**src/rtl/pkg_write.sv**
```systemverilog
// pkg_write: single-port ingress packet writer.
// Accepts one packet at a time as a word stream and stores it in 16-word MMU
// blocks taken from the free list. It writes one link-list entry per block:
// each non-last block points to the next block, and the last block holds the
// tail word count. When the packet ends it posts a descriptor
// {first block, full blocks - 1, drop}.
module pkg_write #(
    parameter int ADDR_LENTH = 12,
    parameter int DATA_WIDTH = 32
) (
    input  logic                  iClk,
    input  logic                  iRst,
    // ingress word stream
    input  logic [DATA_WIDTH-1:0] iData,
    input  logic                  iDataVld,
    input  logic                  iDataLast,
    output logic                  oDataRdy,
    // free-block list
    input  logic [ADDR_LENTH-1:0] iFreeAddr,
    input  logic                  iFreeAddrVld,
    output logic                  oFreeAddrRdy,
    // MMU block write port
    output logic [ADDR_LENTH-1:0] oBlockAddr,
    output logic [3:0]            oWordOfs,
    output logic [DATA_WIDTH-1:0] oMmuData,
    output logic                  oMmuWriteReq,
    output logic                  oMmuWriteLast,
    input  logic                  iMmuRdy,
    // link-list write port
    output logic [ADDR_LENTH-1:0] oLaddr,
    output logic [ADDR_LENTH-1:0] oLdata,
    output logic                  oLdataVld,
    // descriptor to the output queue
    output logic [ADDR_LENTH-1:0] oPkgFirAddr,
    output logic [3:0]            oPkgBlockNum,
    output logic                  oPkgDrop,
    output logic                  oPkgFirAddrVld,
    input  logic                  iPkgFirAddrRdy
);

    // 17 blocks hold at most 272 words. The word that would complete
    // block 17 is never written; an oversize packet switches to DISCARD at
    // 271 words, so the tail count of its last block stays nonzero.
    localparam logic [8:0] MAX_WORDS = 9'd271;

    typedef enum logic [2:0] {
        S_IDLE,
        S_ALLOC,
        S_WRITE,
        S_DISCARD,
        S_TAIL,
        S_DESC
    } state_t;

    state_t                state, state_nxt;
    logic [8:0]            word_cnt;    // words written to the MMU for this packet
    logic [3:0]            ofs;         // word offset inside the current block
    logic                  drop;        // packet overflowed and is being discarded
    logic                  is_first;    // the next pop is the packet's first block
    logic [ADDR_LENTH-1:0] cur_addr;    // block currently being filled
    logic [ADDR_LENTH-1:0] prev_addr;   // block that was just filled
    logic [ADDR_LENTH-1:0] first_addr;  // head of the chain, reported in the descriptor

    logic       pop;
    logic       beat;
    logic [8:0] cnt_nxt;
    logic [4:0] full_blocks_m1;

    assign pop     = (state == S_ALLOC) && iFreeAddrVld;
    assign beat    = (state == S_WRITE) && iDataVld && iMmuRdy;
    assign cnt_nxt = word_cnt + 9'd1;
    // A packet of W words has W/16 full blocks. The descriptor reports that
    // count minus one, truncated to 4 bits.
    assign full_blocks_m1 = word_cnt[8:4] - 5'd1;

    // State register
    always_ff @(posedge iClk or posedge iRst) begin
        if (iRst) state <= S_IDLE;
        else      state <= state_nxt;
    end

    // Per-packet datapath: word and offset counters, block addresses, drop flag
    always_ff @(posedge iClk or posedge iRst) begin
        if (iRst) begin
            word_cnt   <= '0;
            ofs        <= '0;
            drop       <= 1'b0;
            is_first   <= 1'b0;
            cur_addr   <= '0;
            prev_addr  <= '0;
            first_addr <= '0;
        end else begin
            if (state == S_IDLE && iDataVld) begin
                word_cnt <= '0;
                drop     <= 1'b0;
                is_first <= 1'b1;
            end
            if (pop) begin
                cur_addr <= iFreeAddr;
                ofs      <= '0;
                is_first <= 1'b0;
                if (is_first) first_addr <= iFreeAddr;
            end
            if (beat) begin
                word_cnt <= cnt_nxt;
                ofs      <= ofs + 4'd1;
                if (!iDataLast) begin
                    if (ofs == 4'hF)
                        prev_addr <= cur_addr;
                    else if (cnt_nxt == MAX_WORDS)
                        drop <= 1'b1;
                end
            end
        end
    end

    // Next state and all outputs. Every output is zero outside the state that
    // drives it, so a reset clears all outputs in the same cycle.
    always_comb begin
        state_nxt      = state;
        oDataRdy       = 1'b0;
        oFreeAddrRdy   = 1'b0;
        oBlockAddr     = '0;
        oWordOfs       = '0;
        oMmuData       = '0;
        oMmuWriteReq   = 1'b0;
        oMmuWriteLast  = 1'b0;
        oLaddr         = '0;
        oLdata         = '0;
        oLdataVld      = 1'b0;
        oPkgFirAddr    = '0;
        oPkgBlockNum   = '0;
        oPkgDrop       = 1'b0;
        oPkgFirAddrVld = 1'b0;
        case (state)
            S_IDLE: begin
                if (iDataVld) state_nxt = S_ALLOC;
            end
            S_ALLOC: begin
                // Ingress is stalled until the free list can supply a block.
                // Every block after the first is linked from its predecessor
                // in the pop cycle, before any data reaches it.
                oFreeAddrRdy = iFreeAddrVld;
                if (iFreeAddrVld) begin
                    state_nxt = S_WRITE;
                    if (!is_first) begin
                        oLaddr    = prev_addr;
                        oLdata    = iFreeAddr;
                        oLdataVld = 1'b1;
                    end
                end
            end
            S_WRITE: begin
                oDataRdy      = iMmuRdy;
                oMmuWriteReq  = iDataVld;
                oMmuData      = iData;
                oBlockAddr    = cur_addr;
                oWordOfs      = ofs;
                oMmuWriteLast = iDataVld && (ofs == 4'hF || iDataLast);
                if (beat) begin
                    if (iDataLast)              state_nxt = S_TAIL;
                    else if (ofs == 4'hF)       state_nxt = S_ALLOC;
                    else if (cnt_nxt == MAX_WORDS) state_nxt = S_DISCARD;
                end
            end
            S_DISCARD: begin
                // Swallow the rest of an oversize packet without writing it.
                oDataRdy = 1'b1;
                if (iDataVld && iDataLast) state_nxt = S_TAIL;
            end
            S_TAIL: begin
                // The last block links to its word count. The count is 0 when
                // the packet ends exactly on a block boundary.
                oLaddr    = cur_addr;
                oLdata    = {{(ADDR_LENTH-4){1'b0}}, word_cnt[3:0]};
                oLdataVld = 1'b1;
                state_nxt = S_DESC;
            end
            S_DESC: begin
                oPkgFirAddrVld = 1'b1;
                oPkgFirAddr    = first_addr;
                oPkgBlockNum   = (word_cnt[8:4] == 5'd0) ? 4'd0 : full_blocks_m1[3:0];
                // A runt with no full block is always dropped.
                oPkgDrop       = drop || (word_cnt[8:4] == 5'd0);
                if (iPkgFirAddrRdy) state_nxt = S_IDLE;
            end
            default: state_nxt = S_IDLE;
        endcase
    end

endmodule

```
**config.mk**
```make
export PLATFORM = sky130hd
export DESIGN_NAME = pkg_write
export DESIGN_NICKNAME = d
export VERILOG_FILES = /design/src/rtl/pkg_write.sv
export SDC_FILE = /design/constraint.sdc
export NUM_CORES = 1
export LEC_CHECK = 0
export ABC_AREA = 1
export ABC_CLOCK_PERIOD_IN_PS = 1400
export BUFFER_PORTS_ARGS = -buffer_cell sky130_fd_sc_hd__clkbuf_2
export CORE_UTILIZATION = 42
export CTS_CLUSTER_SIZE = 28
export DETAILED_ROUTE_END_ITERATION = 10
export PLACE_DENSITY = 0.78
export SYNTH_ARGS = -nofsm -noshare
export SYNTH_HDL_FRONTEND = slang
export SYNTH_SLANG_ARGS = --single-unit
```
**constraint.sdc**
```tcl
create_clock -name iClk -period 1.4 [get_ports iClk]
set_input_delay 0.14 -clock iClk [delete_from_list [all_inputs] [get_ports iClk]]
set_output_delay 0.14 -clock iClk [all_outputs]
set_load 0.01 [all_outputs]
```
==> impl_metrics.py, run 1 <==
metrics = {
    "cts": {
        "clk_path_buf_depth": 2,
        "tritoncts_clock_tree": "yes",
        "clkLatencyLatePin_ns": 0.32,
        "tritoncts.num_buffers": 5,
        "htree_num_levels": 2,
        "clock_sinks": 54,
        "cts-root-buf": "clkbuf_8",
        "clkTransAtPathRegs_ns": 0.11,
    },
    "power_and_ir_drop": {
        "clkPwrFrac_pct": 10.0,
        "net_switching_fraction_of_the_power_pct": 45.4,
        "power_density_nw_per_um2": 1570,
        "power.leakage_nw": 3.18,
        "seq_power_share_pct": 24.1,
        "comb_power_share_pct": 66.0,
        "ir_drop_uv": 1000,
        "p_int_mw": 5.17,
        "net_switching_power_of_the_design_mw": 4.30,
    },
    "layout": {
        "finished_core_util_pct": 82.3,
        "layout.filler_cells": 384,
        "sequential_cell_area_um2": 1360,
        "drive_above_1_share_pct": 59.0,
        "stdcell_area_um2": 6030,
        "multiInputGateArea_um2": 2090,
        "design.final.nets": 753,
        "antenna-diode-count": 0,
        "layout-area-overhead-vs-synth_pct": 86.8,
    },
    "worst_setup_path": {
        "path_class": "register to register",
        "launching_element_of_the_worst_setup_path": "state[0]",
        "required_time_of_the_critical_path_ns": 1.60,
        "rr_worst_depth": 12,
        "reg2reg_from": "state[0]",
        "worst-path-max-fanout": 4,
        "startpoint_type": "register",
        "arrival_ns": 2.20,
        "cp-end-kind": "register",
    },
    "drt": {
        "initialDrtViolationCount": 295,
        "total_number_of_vias": 4281,
        "wirelength_um": 14000,
        "routedWlPerCell_um": 17.6,
        "firstDrtPassIters": 5,
        "top_layer": "met4",
        "drt_drc_violations_left": 0,
        "post_drt_via_cell_ratio": 5.37,
        "route.met3.wl_um": 1030,
        "wirelength_met1_um": 5000,
        "antenna_left": 0,
        "wire_length_on_met2_um": 7380,
    },
    "place": {
        "io_buffers": 145,
        "postPlaceCellArea_um2": 4460,
        "hpwl_um": 7330,
        "globalplace.congestion": 0.875,
    },
    "yosys": {
        "synth_enable_flop_cells": 0,
        "number_of_library_cell_types_mapped_by_synthesis": 28,
        "synth_area_per_cell_um2": 7.01,
        "synth.ff_latch_count": 54,
        "synth_fp_nets": 517,
        "synth-warning-count": 0,
        "netlist_instances": 461,
        "async_reset_ff_share_pct": 100,
        "yosysSeqAreaShare_pct": 41.8,
        "synth.cell_area_um2": 3230,
        "synthFlopType": "dfrtp_1",
    },
    "sta": {
        "slew_headroom_pct": 78.5,
        "skew_ns": 0.00437,
        "report.final.setup_viol": 149,
        "worst-slew-pin-transition_ns": 0.322,
        "final.setup.worst_slack_ns": -0.592,
        "timing.final.hold_violations": 0,
        "final_period_minus_worst_setup_slack_ns": 1.99,
        "max_freq_mhz": 502,
        "final.period_utilization_pct": 142,
        "grt_setup_unrepaired": "true",
        "final_max_slew_viol_count": 0,
    },
    "run_status": {
        "violations": "negative setup slack",
        "status": "finished with violations",
    },
    "min_path": {
        "timing.hold.worst_path_depth": 2,
        "worstHoldPathType": "input pin to register",
        "hold_start": "iFreeAddr[2]",
    },
    "floorplan": {
        "fp-row-count": 31,
        "io_pins": 146,
        "die_width_um": 89.7,
        "core_area_um2": 7330,
        "floorplan.die_area_um2": 8050,
        "die_h_um": 89.7,
        "initial_core_util_pct": 44.1,
    },
    "global_routing": {
        "grt_antenna_before_repair": 0,
        "grt_start_max_net_pins": 55,
        "first_global_vias": 3658,
        "grt_pass1_wl_um": 16800,
        "grt_usage_pct": 25.3,
        "globalRoute.totalOverflow": 0,
    },
    "flow_run": {
        "max_cap_viol_count": 0,
    },
}
[cells by family (layout without fill, tap and decap cells)]
logic type                 count (synthesis)  in the layout  synth area share (%)
buffers and inverters                    111            347                  13.4
DFF                                       54             54                  41.8
and+or+nand+nor                          216            217                  29.0
adders and majority gates                  5              5                  1.94
xor gates and xnor gates                   4              4                  1.08
AOI/OAI and AO/OA                         66             66                  10.6
muxes                                      5              5                  2.09
[cells in the final DEF, fill, tap and decap left out, types with 2 or more instances in the layout]
master     instances
buf_8              2
ha_2               2
o21ai_1           27
nand3_1           26
nand3_4            2
xor2_1             2
inv_4              7
o22ai_2            9
buf_4             57
a21oi_2            2
buf_12             9
ha_4               2
nand2_4            6
inv_2              5
mux2_4             3
nand4_1            2
buf_2             59
clkbuf_2          57
clkbuf_8           5
dfrtp_1           51
nor2_1            27
nand2_8            2
clkinv_4           3
inv_1             78
o21ai_0           11
clkbuf_16          4
buf_6             57
dfrtp_2            3
nand2_2           19
nor2_4            32
nand2_1           57
mux2_2             2
nor2_2            33
o21ai_2           15
nand3_2            6
[synth_stat cells (4+ instances only)]
master,instances,area share [%]
inv_1,89,10
nor2_1,88,10
nand2_1,82,9.5
dfrtp_1,54,42
o21ai_0,35,5.4
nand3_1,33,5.1
o21ai_1,18,2.8
o22ai_1,10,1.9
buf_2,8,1.2
clkbuf_1,6,0.70
ha_1,5,1.9
buf_1,4,0.46
[repair_timing]
item | 4_1_cts | 5_1_grt
gates cloned | 3 | 4
hold endpoints to repair | 54 | 0
resized for setup | 53 | 304
setup endpoints to repair | 141 | 147
setup buffers | 18 | 26
pin swaps | 16 | 14
hold buffers | 1 | 0
[state kept, by name (all words and copies together), names as in the netlist]
name        count
cur_addr       12
first_addr     12
prev_addr      12
word_cnt        9
ofs             4
state           3
drop            1
is_first        1
[critical path, cell delays in order (launching register included)]
cell and delay, ns:
dfrtp_2 0.46, nand2_2 0.11, nor2_4 0.05, buf_4 0.13
buf_6 0.11, buf_4 0.12, buf_4 0.12, a21oi_1 0.22
nand3_1 0.16, nor2_4 0.17, nand2_2 0.08, nand2_1 0.07
nand2_1 0.07
[worst paths after layout]
| check | end | slack (ns) |
|---|---|---|
| min reg2reg | prev_addr[5] | 0.50 |
| min in group asynchronous | prev_addr[5] | 0.41 |
| max in group asynchronous | state[0] | 0.71 |
| max | state[1] | -0.59 |
| max reg2reg | state[1] | -0.59 |
| min | first_addr[2] | 0.08 |
[per-stage QoR]
stage | setup slack (ns) | hold slack, ns | cells | TNS, ns | power, mW
floorplan | -0.0848 | 0.208 | 461 | -1.44 | 4.23
global placement | -0.128 | 0.221 | 738 | -3.98 | 5.58
detailed placement | -0.204 | 0.227 | 738 | -6.40 | 5.71
CTS | -0.478 | 0.0643 | 768 | -30.81 | 7.12
global route | -0.702 | 0.0808 | 797 | -55.79 | 9.90
finish | -0.592 | 0.0785 | 797 | -47.46 | 9.47
[power groups by stage]
stage                     combinational (mW)  clock [mW]  sequential (mW)
after floorplan                         2.04           0             2.19
after global placement                  3.37           0             2.21
after detailed placement                3.48           0             2.23
after CTS                               3.98       0.929             2.21
after global routing                    6.58       0.999             2.31
final                                   6.25       0.945             2.28
[layout make-up]
class                      count  share of cell area (%)
sequential                    54                    22.5
clock buffer                   5                    1.14
inverter                      92                    6.16
timing repair buffer         247                    33.1
multi-input combinational    297                    34.6
tap                           99                    2.05
clock inverter                 3                   0.435
[layer usage]
| metal | up-vias | GRT usage (%) |
|---|---|---|
| met5 | - | 0 |
| met3 | 62 | 3.89 |
| met1 | 2051 | 30.9 |
| met4 | 0 | 7.65 |
| met2 | 273 | 45.9 |
| li1 | 1895 | - |
(Power assumes the default switching activity.)
==> inputs of run 2 (changes only) <==
--- a/config.mk
+++ b/config.mk
@@ -8,10 +8,11 @@
 export ABC_AREA = 1
 export ABC_CLOCK_PERIOD_IN_PS = 1400
 export BUFFER_PORTS_ARGS = -buffer_cell sky130_fd_sc_hd__clkbuf_2
-export CORE_UTILIZATION = 42
+export CORE_MARGIN = 3
+export CORE_UTILIZATION = 43
 export CTS_CLUSTER_SIZE = 28
 export DETAILED_ROUTE_END_ITERATION = 10
-export PLACE_DENSITY = 0.78
+export PLACE_DENSITY = 0.79
 export SYNTH_ARGS = -nofsm -noshare
 export SYNTH_HDL_FRONTEND = slang
 export SYNTH_SLANG_ARGS = --single-unit
==> impl_metrics.py, run 2 (synthesized netlist as in run 1, its figures left out) <==
metrics = {
    "sta": {
        "worst-slew-pin-transition_ns": 0.297,
        "final.setup.worst_slack_ns": -0.569,
        "skew_ns": 0.00867,
        "final_period_minus_worst_setup_slack_ns": 1.97,
        "slew_headroom_pct": 80.0,
        "report.final.setup_viol": 145,
        "final_max_slew_viol_count": 0,
        "max_freq_mhz": 508,
        "timing.final.hold_violations": 0,
        "fin_hold_ws_ns": 0.0666,
        "grt_setup_unrepaired": "true",
        "final.period_utilization_pct": 141,
    },
    "layout": {
        "antenna-diode-count": 0,
        "drive_above_1_share_pct": 55.9,
        "design.final.nets": 746,
        "layout_top_registers": "cur_addr x12, first_addr x12, prev_addr x12",
        "layout_commonest_cell": "inv_1",
        "layout-area-overhead-vs-synth_pct": 86.2,
        "final_cell_mix": "inv_1, clkbuf_2, nand2_1",
        "finished_core_util_pct": 85.7,
        "post_layout_nonfiller_instances": 786,
    },
    "floorplan": {
        "die_width_um": 92.7,
        "io_pins": 146,
        "die_h_um": 92.7,
        "core_area_um2": 7020,
        "initial_core_util_pct": 46.0,
        "fp-row-count": 30,
        "floorplan.die_area_um2": 8590,
    },
    "power_and_ir_drop": {
        "comb_power_share_pct": 64.7,
        "clkPwrFrac_pct": 11.7,
        "power_density_nw_per_um2": 1580,
        "net_switching_fraction_of_the_power_pct": 42.5,
        "ir_drop_uv": 884,
        "seq_power_share_pct": 23.7,
        "p_int_mw": 5.47,
        "power.leakage_nw": 3.19,
        "net_switching_power_of_the_design_mw": 4.04,
    },
    "cts": {
        "clk_path_buf_depth": 2,
        "tritoncts.num_buffers": 5,
        "cts-root-buf": "clkbuf_8",
        "clock_sinks": 54,
        "clkLatencyLatePin_ns": 0.31,
        "htree_num_levels": 2,
        "tritoncts_clock_tree": "yes",
        "clkTransAtPathRegs_ns": 0.10,
    },
    "worst_setup_path": {
        "startpoint_type": "register",
        "arrival_ns": 1.83,
        "cp-end-kind": "primary output",
        "path_class": "register to primary output",
        "timing.critical_path.cells": "nor2_1 -> inv_1 -> nor2_2 -> inv_2 -> buf_4 -> o22ai_1 -> clkbuf_2",
        "worst-path-max-fanout": 8,
        "cpMaxStageDelayCell": "dfrtp_2",
        "required_time_of_the_critical_path_ns": 1.26,
        "crit_path_max_incr_delay_ns": 0.45,
    },
    "drt": {
        "drt_drc_violations_left": 0,
        "routedWlPerCell_um": 18.0,
        "antenna_left": 0,
        "post_drt_via_cell_ratio": 5.36,
        "wirelength_um": 14100,
        "total_number_of_vias": 4214,
        "firstDrtPassIters": 5,
        "initialDrtViolationCount": 312,
    },
    "global_routing": {
        "grt_pass1_wl_um": 17300,
        "grt_antenna_before_repair": 0,
        "grt_usage_pct": 24.8,
        "globalRoute.totalOverflow": 0,
        "grt_start_max_net_pins": 55,
        "first_global_vias": 3674,
    },
    "place": {
        "placed_cells": 736,
        "globalplace.congestion": 0.848,
        "io_buffers": 145,
        "hpwl_um": 7470,
    },
    "run_status": {
        "status": "finished with violations",
        "violations": "negative setup slack",
    },
    "flow_run": {
        "max_cap_viol_count": 0,
    },
    "min_path": {
        "worstHoldPathType": "input pin to register",
    },
}
-- run 2: changes by cell type in the layout (fill, tap and decap cells not counted), sizes merged --
cell	change
clkinv	-3
bufbuf	+1
nor2	-1
bufinv	+1
clkbuf	+16
buf	-22
-- run 2: timing repair --
| item | CTS | global route |
|---|---|---|
| buffers inserted | 20 | 13 |
| hold buffers | 1 | 0 |
| hold endpoints to repair | 54 | 0 |
| gates cloned | 4 | 6 |
| endpoints found under the setup margin | 143 | 146 |
| gates resized for setup | 82 | 237 |
| pin swaps | 3 | 16 |
-- run 2: through the flow --
| stage | TNS (ns) | setup slack, ns | cell area, um^2 | power [mW] |
|---|---|---|---|---|
| after CTS | -34.94 | -0.444 | 5110 | 7.82 |
| after global routing | -64.44 | -0.675 | 6020 | 9.99 |
| after floorplan | -1.44 | -0.0848 | 3260 | 4.23 |
| final | -55.01 | -0.569 | 6020 | 9.51 |
| after global placement | -7.53 | -0.266 | 4450 | 5.60 |
| after detailed placement | -9.95 | -0.297 | 4450 | 5.71 |
-- run 2: routing by layer --
metal / share of wire [%] / global-route usage (%)
met2: 52 / 47.0
met4: 4.2 / 6.35
met3: 8.8 / 4.71
met1: 35 / 28.4
met5: 0 / 0
-- run 2: area by class of cell --
type	instances	area, um^2
Multi-Input combinational cell	296	2010
Timing Repair Buffer	241	2060
Fill cell	344	1000
Tap cell	96	120
Clock buffer	6	82.6
Inverter	92	367
Clock inverter	1	30.0
Sequential cell	54	1350
-- run 2: critical path: cells and delay by family (launching register included) --
kind	cells	cell delay (ns)
buffers and inverters	4	0.58
AOI/OAI and AO/OA	1	0.18
and+or+nand+nor	2	0.30
DFF	1	0.45
-- run 2: power by group through the flow --
| stage | registers (mW) | clock network (mW) | logic [mW] |
|---|---|---|---|
| 6_report | 2.25 | 1.11 | 6.15 |
| 5_1_grt | 2.29 | 1.19 | 6.51 |
| 4_1_cts | 2.22 | 1.10 | 4.49 |
| 3_5_place_dp | 2.23 | 0 | 3.48 |
| 3_3_place_gp | 2.21 | 0 | 3.38 |
| 2_1_floorplan | 2.19 | 0 | 2.04 |
-- run 2: path summary, 6_finish.rpt --
path,cells after the start,to,start,slack (ns)
worst max register to register,13,prev_addr[11],state[0],-0.55
worst min register to register,2,first_addr[10],first_addr[10],0.48
max in group asynchronous,4,state[2],iRst,0.71
worst max-delay path,7,oLdata[2],state[1],-0.57
worst min-delay path,4,state[2],iPkgFirAddrRdy,0.07
min in group asynchronous,4,prev_addr[3],iRst,0.43
